===== src/rtl/result_argmax_reader_if.sv =====
// Valid/ready result-word stream from the argmax reader to its downstream consumer.
// The master drives data/valid/last and the slave returns ready.
interface result_argmax_reader_if #(
  parameter int unsigned DATA_W = 8
);
  logic [DATA_W-1:0] data;
  logic              valid;
  logic              ready;
  logic              last;

  modport master (
    output data,
    output valid,
    output last,
    input  ready
  );

  modport slave (
    input  data,
    input  valid,
    input  last,
    output ready
  );
endinterface


===== src/rtl/result_argmax_reader.sv =====
// Reads the accelerator's output-layer words after `finished` rises, streams them out and
// tracks the signed argmax (lowest index wins on ties).
module result_argmax_reader #(
  parameter int unsigned DATA_W     = 8,
  parameter int unsigned ADDR_W     = 8,
  parameter int unsigned RAM_RD_LAT = 1
) (
  input  logic                  clk,
  input  logic                  reset,
  input  logic                  finished,
  input  logic [ADDR_W-1:0]     result_base_address,
  input  logic [ADDR_W-1:0]     result_word_count,
  output logic [ADDR_W-1:0]     ram_rd_adr,
  input  logic [DATA_W-1:0]     ram_rd_data,
  result_argmax_reader_if.master stream,
  output logic [ADDR_W-1:0]     argmax_idx,
  output logic [DATA_W-1:0]     argmax_val,
  output logic                  busy,
  output logic                  done
);

  if (RAM_RD_LAT < 1 || RAM_RD_LAT > 4) begin : g_bad_lat
    $error("RAM_RD_LAT must be in 1..4");
  end

  localparam logic [DATA_W-1:0] MostNeg = {1'b1, {(DATA_W - 1){1'b0}}};
  localparam logic [2:0]        LatInit = 3'(RAM_RD_LAT);

  typedef enum logic [2:0] {
    StIdle,
    StAddr,
    StWait,
    StHold,
    StDone
  } state_e;

  state_e              state_q;
  logic                finished_q;
  logic [ADDR_W-1:0]   base_q;
  logic [ADDR_W-1:0]   count_q;
  logic [ADDR_W-1:0]   idx_q;
  logic [ADDR_W-1:0]   last_idx;
  logic [2:0]          lat_q;
  logic [ADDR_W-1:0]   rd_adr_q;
  logic [DATA_W-1:0]   data_q;
  logic                valid_q;
  logic                last_q;
  logic [ADDR_W-1:0]   am_idx_q;
  logic [DATA_W-1:0]   am_val_q;
  logic                busy_q;
  logic                done_q;

  // Only meaningful while a run with count >= 1 is in progress.
  assign last_idx = count_q - ADDR_W'(1);

  always_ff @(posedge clk) begin
    if (!reset) begin
      state_q    <= StIdle;
      // Treat finished as already high so a level held across reset cannot start a run.
      finished_q <= 1'b1;
      base_q     <= '0;
      count_q    <= '0;
      idx_q      <= '0;
      lat_q      <= '0;
      rd_adr_q   <= '0;
      data_q     <= '0;
      valid_q    <= 1'b0;
      last_q     <= 1'b0;
      am_idx_q   <= '0;
      am_val_q   <= MostNeg;
      busy_q     <= 1'b0;
      done_q     <= 1'b0;
    end else begin
      finished_q <= finished;
      unique case (state_q)
        StIdle: begin
          if (finished && !finished_q) begin
            base_q   <= result_base_address;
            count_q  <= result_word_count;
            idx_q    <= '0;
            am_idx_q <= '0;
            am_val_q <= MostNeg;
            if (result_word_count == '0) begin
              done_q  <= 1'b1;
              state_q <= StDone;
            end else begin
              busy_q  <= 1'b1;
              state_q <= StAddr;
            end
          end
        end

        StAddr: begin
          rd_adr_q <= base_q + idx_q;
          lat_q    <= LatInit;
          state_q  <= StWait;
        end

        StWait: begin
          if (lat_q <= 3'd1) begin
            lat_q   <= '0;
            data_q  <= ram_rd_data;
            valid_q <= 1'b1;
            last_q  <= (idx_q == last_idx);
            // Strict compare keeps the lowest index on ties; word 0 always seeds the max.
            if (idx_q == '0 || $signed(ram_rd_data) > $signed(am_val_q)) begin
              am_idx_q <= idx_q;
              am_val_q <= ram_rd_data;
            end
            state_q <= StHold;
          end else begin
            lat_q <= lat_q - 3'd1;
          end
        end

        StHold: begin
          if (stream.ready) begin
            valid_q <= 1'b0;
            last_q  <= 1'b0;
            if (idx_q == last_idx) begin
              busy_q  <= 1'b0;
              done_q  <= 1'b1;
              state_q <= StDone;
            end else begin
              idx_q   <= idx_q + ADDR_W'(1);
              state_q <= StAddr;
            end
          end
        end

        StDone: begin
          if (!finished) begin
            done_q  <= 1'b0;
            state_q <= StIdle;
          end
        end

        default: state_q <= StIdle;
      endcase
    end
  end

  assign ram_rd_adr   = rd_adr_q;
  assign stream.data  = data_q;
  assign stream.valid = valid_q;
  assign stream.last  = last_q;
  assign argmax_idx   = am_idx_q;
  assign argmax_val   = am_val_q;
  assign busy         = busy_q;
  assign done         = done_q;

endmodule


===== src/flat_wrapper.sv =====
// flat-port wrapper written by rule: the top's interface ports become plain ports
module result_argmax_reader_flat 
#(
  parameter int unsigned DATA_W     = 8,
  parameter int unsigned ADDR_W     = 8,
  parameter int unsigned RAM_RD_LAT = 1
)
  (clk, reset, finished, result_base_address, result_word_count, ram_rd_adr, ram_rd_data, argmax_idx, argmax_val, busy, done, stream_data, stream_valid, stream_last, stream_ready);
  result_argmax_reader_if #(.DATA_W(DATA_W)) stream_i ();
  input  logic clk;
  input  logic reset;
  input  logic finished;
  input  logic [ADDR_W-1:0] result_base_address;
  input  logic [ADDR_W-1:0] result_word_count;
  output logic [ADDR_W-1:0] ram_rd_adr;
  input  logic [DATA_W-1:0] ram_rd_data;
  output logic [ADDR_W-1:0] argmax_idx;
  output logic [DATA_W-1:0] argmax_val;
  output logic busy;
  output logic done;
  output wire logic [$bits(stream_i.data)-1:0] stream_data;
  output wire logic [$bits(stream_i.valid)-1:0] stream_valid;
  output wire logic [$bits(stream_i.last)-1:0] stream_last;
  input wire logic [$bits(stream_i.ready)-1:0] stream_ready;
  assign stream_data = stream_i.data;
  assign stream_valid = stream_i.valid;
  assign stream_last = stream_i.last;
  assign stream_i.ready = stream_ready;
  result_argmax_reader #(.DATA_W(DATA_W), .ADDR_W(ADDR_W), .RAM_RD_LAT(RAM_RD_LAT)) u_core (.clk(clk), .reset(reset), .finished(finished), .result_base_address(result_base_address), .result_word_count(result_word_count), .ram_rd_adr(ram_rd_adr), .ram_rd_data(ram_rd_data), .stream(stream_i), .argmax_idx(argmax_idx), .argmax_val(argmax_val), .busy(busy), .done(done));
endmodule

===== config.mk =====
export PLATFORM = sky130hd
export DESIGN_NAME = result_argmax_reader_flat
export DESIGN_NICKNAME = d
export VERILOG_FILES = /design/src/rtl/result_argmax_reader_if.sv /design/src/rtl/result_argmax_reader.sv /design/src/flat_wrapper.sv
export SDC_FILE = /design/constraint.sdc
export NUM_CORES = 1
export LEC_CHECK = 0
export CORE_UTILIZATION = 33
export DETAILED_ROUTE_END_ITERATION = 16
export PLACE_DENSITY = 0.58
export SLEW_MARGIN = 20
export SYNTH_ARGS = -nofsm -noshare
export SYNTH_HDL_FRONTEND = slang
export SYNTH_SLANG_ARGS = --single-unit
export TNS_END_PERCENT = 30

===== constraint.sdc =====
create_clock -name clk -period 3.85 [get_ports clk]
set_clock_uncertainty 0.05 [all_clocks]
set_input_delay 0.77 -clock clk [delete_from_list [all_inputs] [get_ports clk]]
set_output_delay 0.77 -clock clk [all_outputs]
set_load 0.03 [all_outputs]

==> run metrics <==
Final GP Congestion 0.803; post-synthesis compound-gate area fraction 23.1%; Power Density 380 nW/um2; DRC 0; initial antenna violation count 0; Clock Tree Buf Depth 2; CP Launch Type primary input; Wirelength per Cell 14.2 um; Net Count, Synth 458; Slew Limit Fails 0; Post-CTS Hold Fix Bufs 0; post-CTS setup buffer count 0; Core Rows 37; Via Count 3,113; area share of fa/ha/maj cells after synthesis 7.65%; mux contribution to synthesized area 1.13%; clock latency on the worst-skew pair 340 ps; top cells by count, synth nand2_1, dfxtp_1, a21boi_0, inv_1, ha_1; #FFs+latches synth 67; Synthesis Warnings 0; Final Power 1680 uW; width of the chip 105 um; drt total wl 8.61 mm; # setup viols final 0; vias in the first global route 2,986; Cells after Synth 409; Reg clk slew, reported paths 70 ps; crit path max fanout 16; worst-margin pin slew 1090 ps; Worst Hold Class flip-flop to flip-flop; Layout area overhead 25.0%; Antenna Cells 0; area leader, netlist dfxtp_1; Synth cell types 58; Setup CP Type primary input to flip-flop; Final HPWL DP 6.27 mm; total CTS buffers 9; maximum clock frequency 0.337 GHz; Die Area 11,100 um2; final hold vios 0; Tot GR Track Use 16.4%; Synth Area in XOR/XNOR 3.22%; Starting Density 34.1%; final antenna-violating net count 0; H-tree depth 3; DR iter-0 viols 138; mean post-synth cell area 8.64 um2; status complete, no violations; most frequent cell after synthesis nand2_1; Max Cap Violations 0; First-pass DRT Iterations 4; CP arrival 3190 ps; first-pass GRT wire length 14.4 mm; layout cell share with drive strength beyond 1 6.58%; Netlist Area Pre-Place 3530 um2; Peak VDD IR 0.000187 V; CORE AREA 10,400 um2; gr ovfl total 0; Clock Tree Root clkbuf_8; setup_tns 0 ps; CTS tree done; Slew Limit Headroom 27.1%; crit share post-route 77.0%; share of the synthesized area in the top cell type 38.0%; simple-gate share of the synthesized area 21.3%; Die H 105 um; RSZ-0062 raised after global routing no; CTS resizes 0; Critical Path End Type flip-flop; Final Critical Period 2960 ps; # IOs 64; sequential area share after synthesis 38.0%; largest net degree at the start of global routing 45; most area-consuming cells after synthesis dfxtp_1, nand2_1, ha_1; PortBufs 63; EDFF count, synth 0; nets 516; ys flop type dfxtp_1; largest family of logic cells by synthesized area compound AO/OA/AOI/OAI gates; CTS Sinks 67; vias per inst 5.13; ys async rst share 0%; Worst EP required 4080 ps; Leak Pwr 0.00158 uW
-- layout by cell type, fill, tap and decap left out, drive strengths merged, types with 5 or more instances in the layout --
cell | netlist | final
clkdlybuf4s50 | 0 | 62
nor3 | 10 | 10
dfxtp | 67 | 67
xnor2 | 10 | 10
o211ai | 7 | 7
o21ai | 18 | 18
nand2 | 73 | 73
a21boi | 28 | 28
nand3 | 9 | 9
buf | 2 | 7
clkbuf | 19 | 12
a32o | 16 | 16
nor2 | 11 | 11
a21oi | 12 | 12
or3 | 6 | 6
nor2b | 7 | 7
ha | 20 | 20
inv | 22 | 22
a211oi | 6 | 6
nand2b | 5 | 5
-- layout make-up --
class	count	area, um2
well taps	136	170
inverters	22	82.6
fillers	1083	5950
clock inverters	3	15.0
flip-flops and latches	67	1340
repair buffers	69	671
multi-input cells	298	1990
clock buffers	12	145
-- flip-flops by register name, indices dropped and copies added, names as in the netlist --
name	count
u_core.stream.valid	1
u_core.done	1
u_core.base_q	8
u_core.state_q	3
u_core.count_q	8
u_core.finished_q	1
u_core.busy	1
u_core.ram_rd_adr	8
u_core.stream.last	1
u_core.lat_q	3
u_core.idx_q	8
u_core.argmax_val	8
u_core.stream.data	8
u_core.argmax_idx	8
-- kinds of logic after synthesis --
kind of cell | Yosys count
simple gates | 150
compound gates | 110
fa+ha+maj | 21
mux | 4
flops | 67
buf+inv | 44
xor+xnor | 13
-- metal layers --
layer	track usage, %	up-vias	share of wire, %
li1	-	1579	-
met1	21.2	1450	50
met2	27.1	78	45
met3	3.77	6	4.3
met4	5.23	0	0.69
met5	0	-	0
-- where the power goes --
part / total [uW] / switching [uW] / leakage [uW] / internal (uW)
logic: 403 / 231 / 0.000948 / 172
clock network: 500 / 255 / 0.0000860 / 245
registers: 777 / 40.7 / 0.000543 / 736
total: 1680 / 527 / 0.00158 / 1150
-- metrics by stage --
stage / setup slack, ps / area (um2) / hold slack, ps / cells / util [%]
global route: 712 / 4420 / 431 / 607 / 42.6
floorplan: 1280 / 3530 / 397 / 409 / -
finish: 887 / 4420 / 413 / 607 / 42.6
CTS: 896 / 4420 / 419 / 607 / 42.6
global placement: 594 / 4260 / 400 / 592 / 41.0
detailed placement: 530 / 4260 / 408 / 592 / 41.0
-- worst max-delay path, cell delays in order --
cell	delay, ps
clkdlybuf4s50_1	500
inv_1	50
ha_1	260
and4_1	190
nand4_1	90
o311ai_0	150
a211oi_1	110
nor2_1	860
a32o_1	220
-- worst paths after layout --
| kind | startpoint | endpoint | slack (ps) | cells after the start |
|---|---|---|---|---|
| hold reg to reg | u_core.stream.data[1] | u_core.stream.data[1] | 410 | 2 |
| hold / removal | u_core.stream.data[1] | u_core.stream.data[1] | 410 | 2 |
| setup reg to reg | u_core.lat_q[1] | u_core.argmax_idx[3] | 1230 | 8 |
| setup / recovery | ram_rd_data[0] | u_core.argmax_idx[3] | 890 | 9 |
No activity file was read; power rests on OpenSTA's default activity.
